## src/rtl/game_data_frame_latch_pkg.sv

```systemverilog
// Shared game-state types for the VGA draw path: field geometry, piece descriptor,
// and the game_data_t snapshot that is handed from game logic to the display side.
package game_data_frame_latch_pkg;

  localparam int FIELD_ROW_CNT       = 20;
  localparam int FIELD_COL_CNT       = 10;
  localparam int TETRIS_COLORS_WIDTH = 3;
  localparam int BCD_DIGITS          = 6;

  typedef enum logic [2:0] {
    BLOCK_I    = 3'd0,
    BLOCK_J    = 3'd1,
    BLOCK_L    = 3'd2,
    BLOCK_O    = 3'd3,
    BLOCK_S    = 3'd4,
    BLOCK_T    = 3'd5,
    BLOCK_Z    = 3'd6,
    BLOCK_NONE = 3'd7
  } block_type_t;

  typedef struct packed {
    block_type_t                    block_type;
    logic [1:0]                     rotation;
    logic [3:0]                     x;
    logic [4:0]                     y;
    logic [TETRIS_COLORS_WIDTH-1:0] color;
  } block_info_t;

  typedef logic [FIELD_ROW_CNT-1:0][FIELD_COL_CNT-1:0][TETRIS_COLORS_WIDTH-1:0] field_t;
  typedef logic [BCD_DIGITS-1:0][3:0] bcd_t;

  // One complete frame's worth of game state; pending and display copies are each one of these.
  typedef struct packed {
    field_t      field;
    bcd_t        score;
    bcd_t        lines;
    bcd_t        level;
    block_info_t next_block;
    logic        next_block_draw_en;
    logic        game_over_state;
  } game_data_t;

  function automatic logic vs_is_active(input logic vs, input logic polarity);
    return vs == polarity;
  endfunction

endpackage

```

## src/rtl/game_data_frame_latch_vs_frame_edge.sv

```systemverilog
// Vertical-sync edge detector and frame counter for the pixel-clock domain.
// Edge = vs becomes active after having been inactive at the previous sample.
module vs_frame_edge
  import game_data_frame_latch_pkg::*;
#(
  parameter logic VS_POLARITY     = 1'b0,
  parameter int   FRAME_CNT_WIDTH = 8
) (
  input  logic                       clk_i,
  input  logic                       rst_i,
  input  logic                       vga_vs_i,
  output logic                       frame_edge_o,
  output logic                       frame_start_o,
  output logic [FRAME_CNT_WIDTH-1:0] frame_cnt_o
);

  logic vs_d1;

  // Reset parks vs_d1 at the active level so a vs already active at release is not an edge.
  assign frame_edge_o = vs_is_active(vga_vs_i, VS_POLARITY) && !vs_is_active(vs_d1, VS_POLARITY);

  always_ff @(posedge clk_i or posedge rst_i) begin
    if (rst_i) begin
      vs_d1         <= VS_POLARITY;
      frame_start_o <= 1'b0;
      frame_cnt_o   <= '0;
    end else begin
      vs_d1         <= vga_vs_i;
      frame_start_o <= frame_edge_o;
      if (frame_edge_o) begin
        frame_cnt_o <= frame_cnt_o + 1'b1;
      end
    end
  end

endmodule

```

## src/rtl/game_data_frame_latch.sv

```systemverilog
// Tear-free latch between game logic and the VGA drawing path: one pending snapshot,
// committed to the display copy at vsync. Optional: TETRIS_GAME_OVER_BLINK_EN.
module game_data_frame_latch
  import game_data_frame_latch_pkg::*;
#(
  parameter logic VS_POLARITY     = 1'b0,
  parameter int   FRAME_CNT_WIDTH = 8,
  parameter int   BLINK_BIT       = 5
) (
  input  logic                       clk_i,
  input  logic                       rst_i,
  input  logic                       vga_vs_i,

  input  logic                       upd_valid_i,
  output logic                       upd_ready_o,
  input  logic [FIELD_ROW_CNT-1:0][FIELD_COL_CNT-1:0][TETRIS_COLORS_WIDTH-1:0] upd_field_i,
  input  logic [BCD_DIGITS-1:0][3:0] upd_score_i,
  input  logic [BCD_DIGITS-1:0][3:0] upd_lines_i,
  input  logic [BCD_DIGITS-1:0][3:0] upd_level_i,
  input  block_info_t                upd_next_block_i,
  input  logic                       upd_next_block_draw_en_i,
  input  logic                       upd_game_over_state_i,

  output logic [FIELD_ROW_CNT-1:0][FIELD_COL_CNT-1:0][TETRIS_COLORS_WIDTH-1:0] disp_field_o,
  output logic [BCD_DIGITS-1:0][3:0] disp_score_o,
  output logic [BCD_DIGITS-1:0][3:0] disp_lines_o,
  output logic [BCD_DIGITS-1:0][3:0] disp_level_o,
  output block_info_t                disp_next_block_o,
  output logic                       disp_next_block_draw_en_o,
  output logic                       disp_game_over_state_o,

  output logic                       frame_start_o,
  output logic                       commit_o,
  output logic [FRAME_CNT_WIDTH-1:0] frame_cnt_o
);

  logic       frame_edge;
  logic       pending_full_q;
  logic       accept;
  logic       commit;
  game_data_t upd_data;
  game_data_t pending_q;
  game_data_t disp_q;

  vs_frame_edge #(
    .VS_POLARITY    (VS_POLARITY),
    .FRAME_CNT_WIDTH(FRAME_CNT_WIDTH)
  ) u_vs_frame_edge (
    .clk_i        (clk_i),
    .rst_i        (rst_i),
    .vga_vs_i     (vga_vs_i),
    .frame_edge_o (frame_edge),
    .frame_start_o(frame_start_o),
    .frame_cnt_o  (frame_cnt_o)
  );

  assign upd_data = '{
    field:              upd_field_i,
    score:              upd_score_i,
    lines:              upd_lines_i,
    level:              upd_level_i,
    next_block:         upd_next_block_i,
    next_block_draw_en: upd_next_block_draw_en_i,
    game_over_state:    upd_game_over_state_i
  };

  // Accept needs an empty buffer and commit needs a full one, so they are mutually exclusive.
  assign upd_ready_o = !pending_full_q;
  assign accept      = upd_valid_i && !pending_full_q;
  assign commit      = frame_edge && pending_full_q;

  // Pending data is qualified by pending_full_q, so it carries no reset.
  always_ff @(posedge clk_i) begin
    if (accept) begin
      pending_q <= upd_data;
    end
  end

  always_ff @(posedge clk_i or posedge rst_i) begin
    if (rst_i) begin
      pending_full_q <= 1'b0;
      commit_o       <= 1'b0;
      disp_q         <= '0;
    end else begin
      commit_o <= commit;
      if (commit) begin
        disp_q         <= pending_q;
        pending_full_q <= 1'b0;
      end else if (accept) begin
        pending_full_q <= 1'b1;
      end
    end
  end

  assign disp_field_o              = disp_q.field;
  assign disp_score_o              = disp_q.score;
  assign disp_lines_o              = disp_q.lines;
  assign disp_level_o              = disp_q.level;
  assign disp_next_block_o         = disp_q.next_block;
  assign disp_next_block_draw_en_o = disp_q.next_block_draw_en;

  if (BLINK_BIT < 0) begin : g_blink_bit_negative
    $error("BLINK_BIT (%0d) must not be negative", BLINK_BIT);
  end

`ifdef TETRIS_GAME_OVER_BLINK_EN
  if (BLINK_BIT >= FRAME_CNT_WIDTH) begin : g_blink_bit_range
    $error("BLINK_BIT (%0d) must be below FRAME_CNT_WIDTH (%0d)", BLINK_BIT, FRAME_CNT_WIDTH);
  end

  logic game_over_blink_q;

  always_ff @(posedge clk_i or posedge rst_i) begin
    if (rst_i) begin
      game_over_blink_q <= 1'b0;
    end else begin
      game_over_blink_q <= disp_q.game_over_state && frame_cnt_o[BLINK_BIT];
    end
  end

  assign disp_game_over_state_o = game_over_blink_q;
`else
  assign disp_game_over_state_o = disp_q.game_over_state;
`endif

endmodule

```

## config.mk

```make
export PLATFORM = sky130hd
export DESIGN_NAME = game_data_frame_latch
export DESIGN_NICKNAME = d
export VERILOG_FILES = /design/src/rtl/game_data_frame_latch_pkg.sv /design/src/rtl/game_data_frame_latch_vs_frame_edge.sv /design/src/rtl/game_data_frame_latch.sv
export SDC_FILE = /design/constraint.sdc
export NUM_CORES = 1
export LEC_CHECK = 0
export CAP_MARGIN = 0
export CORE_AREA = 4 4 535 537
export DETAILED_ROUTE_END_ITERATION = 12
export DIE_AREA = 0 0 539 541
export SKIP_CTS_REPAIR_TIMING = 1
export SYNTH_ARGS = -nofsm -noshare
export SYNTH_HDL_FRONTEND = slang
export SYNTH_SLANG_ARGS = --single-unit
```

## constraint.sdc

```tcl
create_clock -name clk_i -period 102.4 [get_ports clk_i]
set_input_delay 20.48 -clock clk_i [delete_from_list [all_inputs] [get_ports clk_i]]
set_output_delay 20.48 -clock clk_i [all_outputs]
set_load 0.01 [all_outputs]
```

* After elaboration in Yosys (flattened, before gate mapping)
Cells that the tools add are included.
Storage, ports and cells: register bits 1394, bits in latches 0, RAM bits 0, memory bits (read-only) 0, input port bits 695, output and inout bits 702, word-level logic and storage cells 464, memories kept 0
Operators by class: add/sub/neg operators 1, $mul 0, div/mod/pow operators 0, $lt $le $gt $ge 0, equality and inequality tests 0, shift operators 0, mux-type cells 2, bitwise gates (word level) 1, reductions and logical operators 5
Operators by type and width (count):
- adder 8 x 1 -> 8 bit, second input constant | 1
- logical AND 1 bit | 3
- 2-to-1 mux 1 bit | 2
- nonzero test 2 bit | 1
- logical NOT 1 bit | 1
- inverter 1 bit | 1

* Longest topological paths before layout
word-level depth 4, mapped depth 7, gate-level depth less buffers 4

* By module
A second synthesis with hierarchy kept.
Second synthesis, totals: cell total of the unflattened synthesis 2187, area, all modules 50390.8 sq um
By module, submodules not included:
- game_data_frame_latch | instances 1, cells each 2157, area each 49980.4 sq um, seq. area each 38091.5 sq um
- vs_frame_edge | instances 1, cells each 30, area each 410.4 sq um, seq. area each 250.2 sq um

* Least setup slack after synthesis
Ideal clock, no wire load.
path kind input-to-reg, start input port upd_valid_i, end register pending_q[0] (netlist bit) (enable), library setup time 1.845 ns, arrival 50.076 ns, setup slack 50.478 ns, cell stages on the path 1, path through nor2b_1
On the way: word-level cells in the longest chain between the ends 1
RTL lines:
- from (decl) | RTL line game_data_frame_latch.sv:14 | input logic upd_valid_i,
- logical AND 1 bit | RTL line game_data_frame_latch.sv:69 | assign accept = upd_valid_i && !pending_full_q;
- to (signal assigned) | RTL line game_data_frame_latch.sv:75 | pending_q <= upd_data;
- to (decl) | RTL line game_data_frame_latch.sv:42 | game_data_t pending_q;
Every way passes these cells. A chain may end at the register's enable or synchronous reset.

* Worst setup path in the final report
start input port vga_vs_i, end register disp_q (netlist bit disp_field_o[1])
On the way: word-level cells in the longest chain between the ends 3
RTL lines:
- from (decl) | RTL line game_data_frame_latch.sv:12 | input logic vga_vs_i,
- inverter 1 bit | RTL line game_data_frame_latch_pkg.sv:44 | return vs == polarity;
- logical AND 1 bit | RTL line game_data_frame_latch_vs_frame_edge.sv:20 | assign frame_edge_o = vs_is_active(vga_vs_i, VS_POLARITY) && !vs_is_active(vs_d1, VS_POLARITY);
- logical AND 1 bit | RTL line game_data_frame_latch.sv:70 | assign commit = frame_edge && pending_full_q;
- to (signal assigned) | RTL line game_data_frame_latch.sv:87 | disp_q <= pending_q;
- to (decl) | RTL line game_data_frame_latch.sv:43 | game_data_t disp_q;
Every way passes these cells.

==> impl_metrics.ini <==
[run_status]
status = finished clean

[floorplanning]
die_h_um = 541
core_area_um2 = 282000
start_util_pct = 17.9
dieArea_um2 = 292000
io_pins = 1397
die_w_um = 539
placementRows = 195

[cells_and_area]
nFillCells = 28400
fin_nets = 4399
post-route-cell-area_um2 = 73100
final_cells = 7594
area_growth_pct = 45.4
drive_gt1_share_pct = 25.6

[clocking]
cts_tree = done
path_clk_slew_ps = 60
cts_root_buf = clkbuf_16
clk_path_buf_depth = 4
cts_sinks = 1394
cts_max_level = 4
clkLatencyLatePin_ps = 820
cts_buffers = 163

[critical_path]
critPathMostFrequentCell = buf_4
r2r-start = u_vs_frame_edge.vs_d1
end_kind = flop
timing.rr.end = disp_field_o[1]
cp_slowest_cell = buf_4
crit_arrival_ps = 25710
cp.required_ps = 103070
cp-start-kind = primary input
startpoint = vga_vs_i
crit_fanout = 116
cp_cell_sequence = clkdlybuf4s50_1 > nor2b_4 > and2_4 > buf_12 > buf_4 > buf_4 > buf_4 > mux2_4
r2r_cells = 7
crit_type = in -> reg
r2r_slack_ps = 97190
critical_path.max_stage_delay_ps = 860

[grt]
gr-usage-met1_pct = 15.8
grtUsageMet2_pct = 19.1
grt_usage_pct = 12.5
grt_pass1_vias = 28000
grt_pass1_wl_mm = 254
overflow = 0
grtUsageMet3_pct = 5.93
antenna_found_initial = 99
busiest_layer = met2
grt_start_max_net_pins = 146

[min_path]
min_path_cells = 1
hold_end = disp_level_o[13]
hold_class = reg -> reg
worstHoldStart = pending_q[32]

[place]
placed_cell_area_um2 = 67800
place_congestion = 0.926
hpwl_mm = 148
portBuffers = 1396
dp.cells = 7281

[power]
peakVddDrop_mv = 0.0143
powerDensity_nw_per_um2 = 22.3
power_mw = 1.63
leakage_nw = 27.9

[sta]
hold_viol_final = 0
tns_ps = 0
fin_crit_sh_pct = 24.5
setup_viol_count_final = 0
min_period_ps = 25040
slew_viol_final = 0
fmax_mhz = 39.9
grt_setup_unrepaired = false
worstMarginPinSlew_ps = 1090
skew_ps = 38.2
max_slew_margin_pct = 27.6

[routing]
num_vias = 26400
drt_iter0_drc = 1656
drt_pass1_iterations = 5
vias_per_cell = 3.48
ant_nets = 0
post_drt_wl_per_cell_um = 25.1
drt_wl_total_mm = 191
drcViolationCount = 0

[yosys]
ys_ff_latch = 1394
synthXorXnorAreaFrac_pct = 0.122
synthMuxAreaShare_pct = 20.5
synth_cell_types = 21
synth.cell_area_um2 = 50300
synth_compound_area_share_pct = 0
synth_nets = 2885
avgSynthCellArea_um2 = 23.0
synth_adder_area_share_pct = 0.0249
yosys.area_share.simple_pct = 0.189
syn_inst = 2189
ys_seq_area_share_pct = 76.3
yosysWarnings = 0
synth_top_family_by_area = multiplexers

[run]
cap_viol_max_count = 0
==> flip-flops by register name, summed over array words and instances (netlist names) <==
signal	cells
disp_level_o	24
commit_o	1
u_vs_frame_edge.vs_d1	1
disp_field_o	600
disp_game_over_state_o	1
u_vs_frame_edge.frame_start_o	1
disp_next_block_o	17
pending_full_q	1
disp_score_o	24
disp_next_block_draw_en_o	1
disp_lines_o	24
pending_q	691
u_vs_frame_edge.frame_cnt_o	8
==> synthesized netlist by cell type, drive strengths merged <==
library cell    n  share of area, %
and3            1             0.012
inv             2             0.015
nor2b           2             0.040
nand4           3             0.037
xor2            1             0.017
and2            3             0.042
nand2           2             0.015
xnor2           6              0.10
nor2            2             0.015
buf            78               2.9
ha              1             0.025
and4            1             0.017
dfrtp         703                35
mux2          692                21
nand3           1            0.0099
edfxtp        691                41
==> logic make-up after synthesis <==
kind of cell | count (synthesis)
buffers and inverters | 80
muxes | 692
DFF | 1394
adders and majority gates | 1
and+or+nand+nor | 15
xor gates and xnor gates | 7
==> metal layers <==
metal	share of wire (%)	vias to the layer above
met3	11	318
met1	42	13400
met4	2.4	60
met2	44	1383
li1	-	11200
met5	0.21	-
==> cells in the final DEF (no fill, tap or decap) <==
cell / Yosys / routed
and2_1: 2 / 2
and2_4: 1 / 1
and3_1: 1 / 1
and4_1: 1 / 1
buf_12: 67 / 6
buf_4: 0 / 25
bufinv_16: 0 / 7
clkbuf_1: 0 / 27
clkbuf_16: 0 / 167
clkbuf_8: 0 / 17
clkdlybuf4s50_1: 0 / 1396
clkinv_1: 0 / 15
clkinv_16: 0 / 3
clkinv_2: 0 / 40
clkinv_4: 0 / 7
clkinv_8: 0 / 2
clkinvlp_4: 0 / 4
dfrtp_1: 703 / 703
diode_2: 0 / 17
edfxtp_1: 691 / 691
ha_1: 1 / 1
inv_1: 2 / 1
inv_16: 0 / 2
inv_4: 0 / 1
inv_6: 0 / 4
inv_8: 0 / 1
mux2_2: 22 / 22
mux2_4: 670 / 670
nand2_1: 2 / 2
nand3_1: 1 / 1
nand4_1: 3 / 3
nor2_1: 2 / 2
nor2b_4: 1 / 2
xnor2_1: 6 / 6
xor2_1: 1 / 1
==> worst max-delay path by stage <==
stage	depth (start not counted)	slack (ps)	to
after global placement	8	76730	disp_field_o[69]
after detailed placement	8	76640	disp_field_o[1]
after CTS	8	77560	disp_field_o[1]
final	8	77360	disp_field_o[1]
after global routing	8	77280	disp_field_o[576]
after floorplan	1	50480	pending_q[0]
==> power breakdown <==
| group | internal (mW) | switching (mW) | total, mW |
|---|---|---|---|
| logic | 0.200 | 0.138 | 0.338 |
| registers | 0.665 | 0.0516 | 0.717 |
| clock network | 0.332 | 0.241 | 0.573 |
==> worst max-delay path: cells and delay by family <==
| kind | cells | cell delay [ps] |
|---|---|---|
| multiplexers | 1 | 360 |
| buffers and inverters | 5 | 3520 |
| AND/OR/NAND/NOR | 2 | 860 |
==> per-stage QoR <==
step	hold WS, ps	util, %	worst slack, ps
after floorplan	454	-	50480
after global placement	456	24.1	76730
after detailed placement	464	24.1	76640
after CTS	455	26.0	77560
after global routing	471	26.0	77280
final	447	26.0	77360
==> layout make-up <==
class                           instances  area [um^2]  area share, %
Clock buffer                          211         4510           6.17
Sequential cell                      1394        38300           52.4
Antenna cell                           17         42.5         0.0582
Multi-Input combinational cell        715        10500           14.3
Timing Repair Buffer                 1427        14300           19.5
Inverter                                2         15.0         0.0205
Clock inverter                         85          762           1.04
Tap cell                             3743         4680           6.40
No activity file was read; power rests on OpenSTA's default activity.
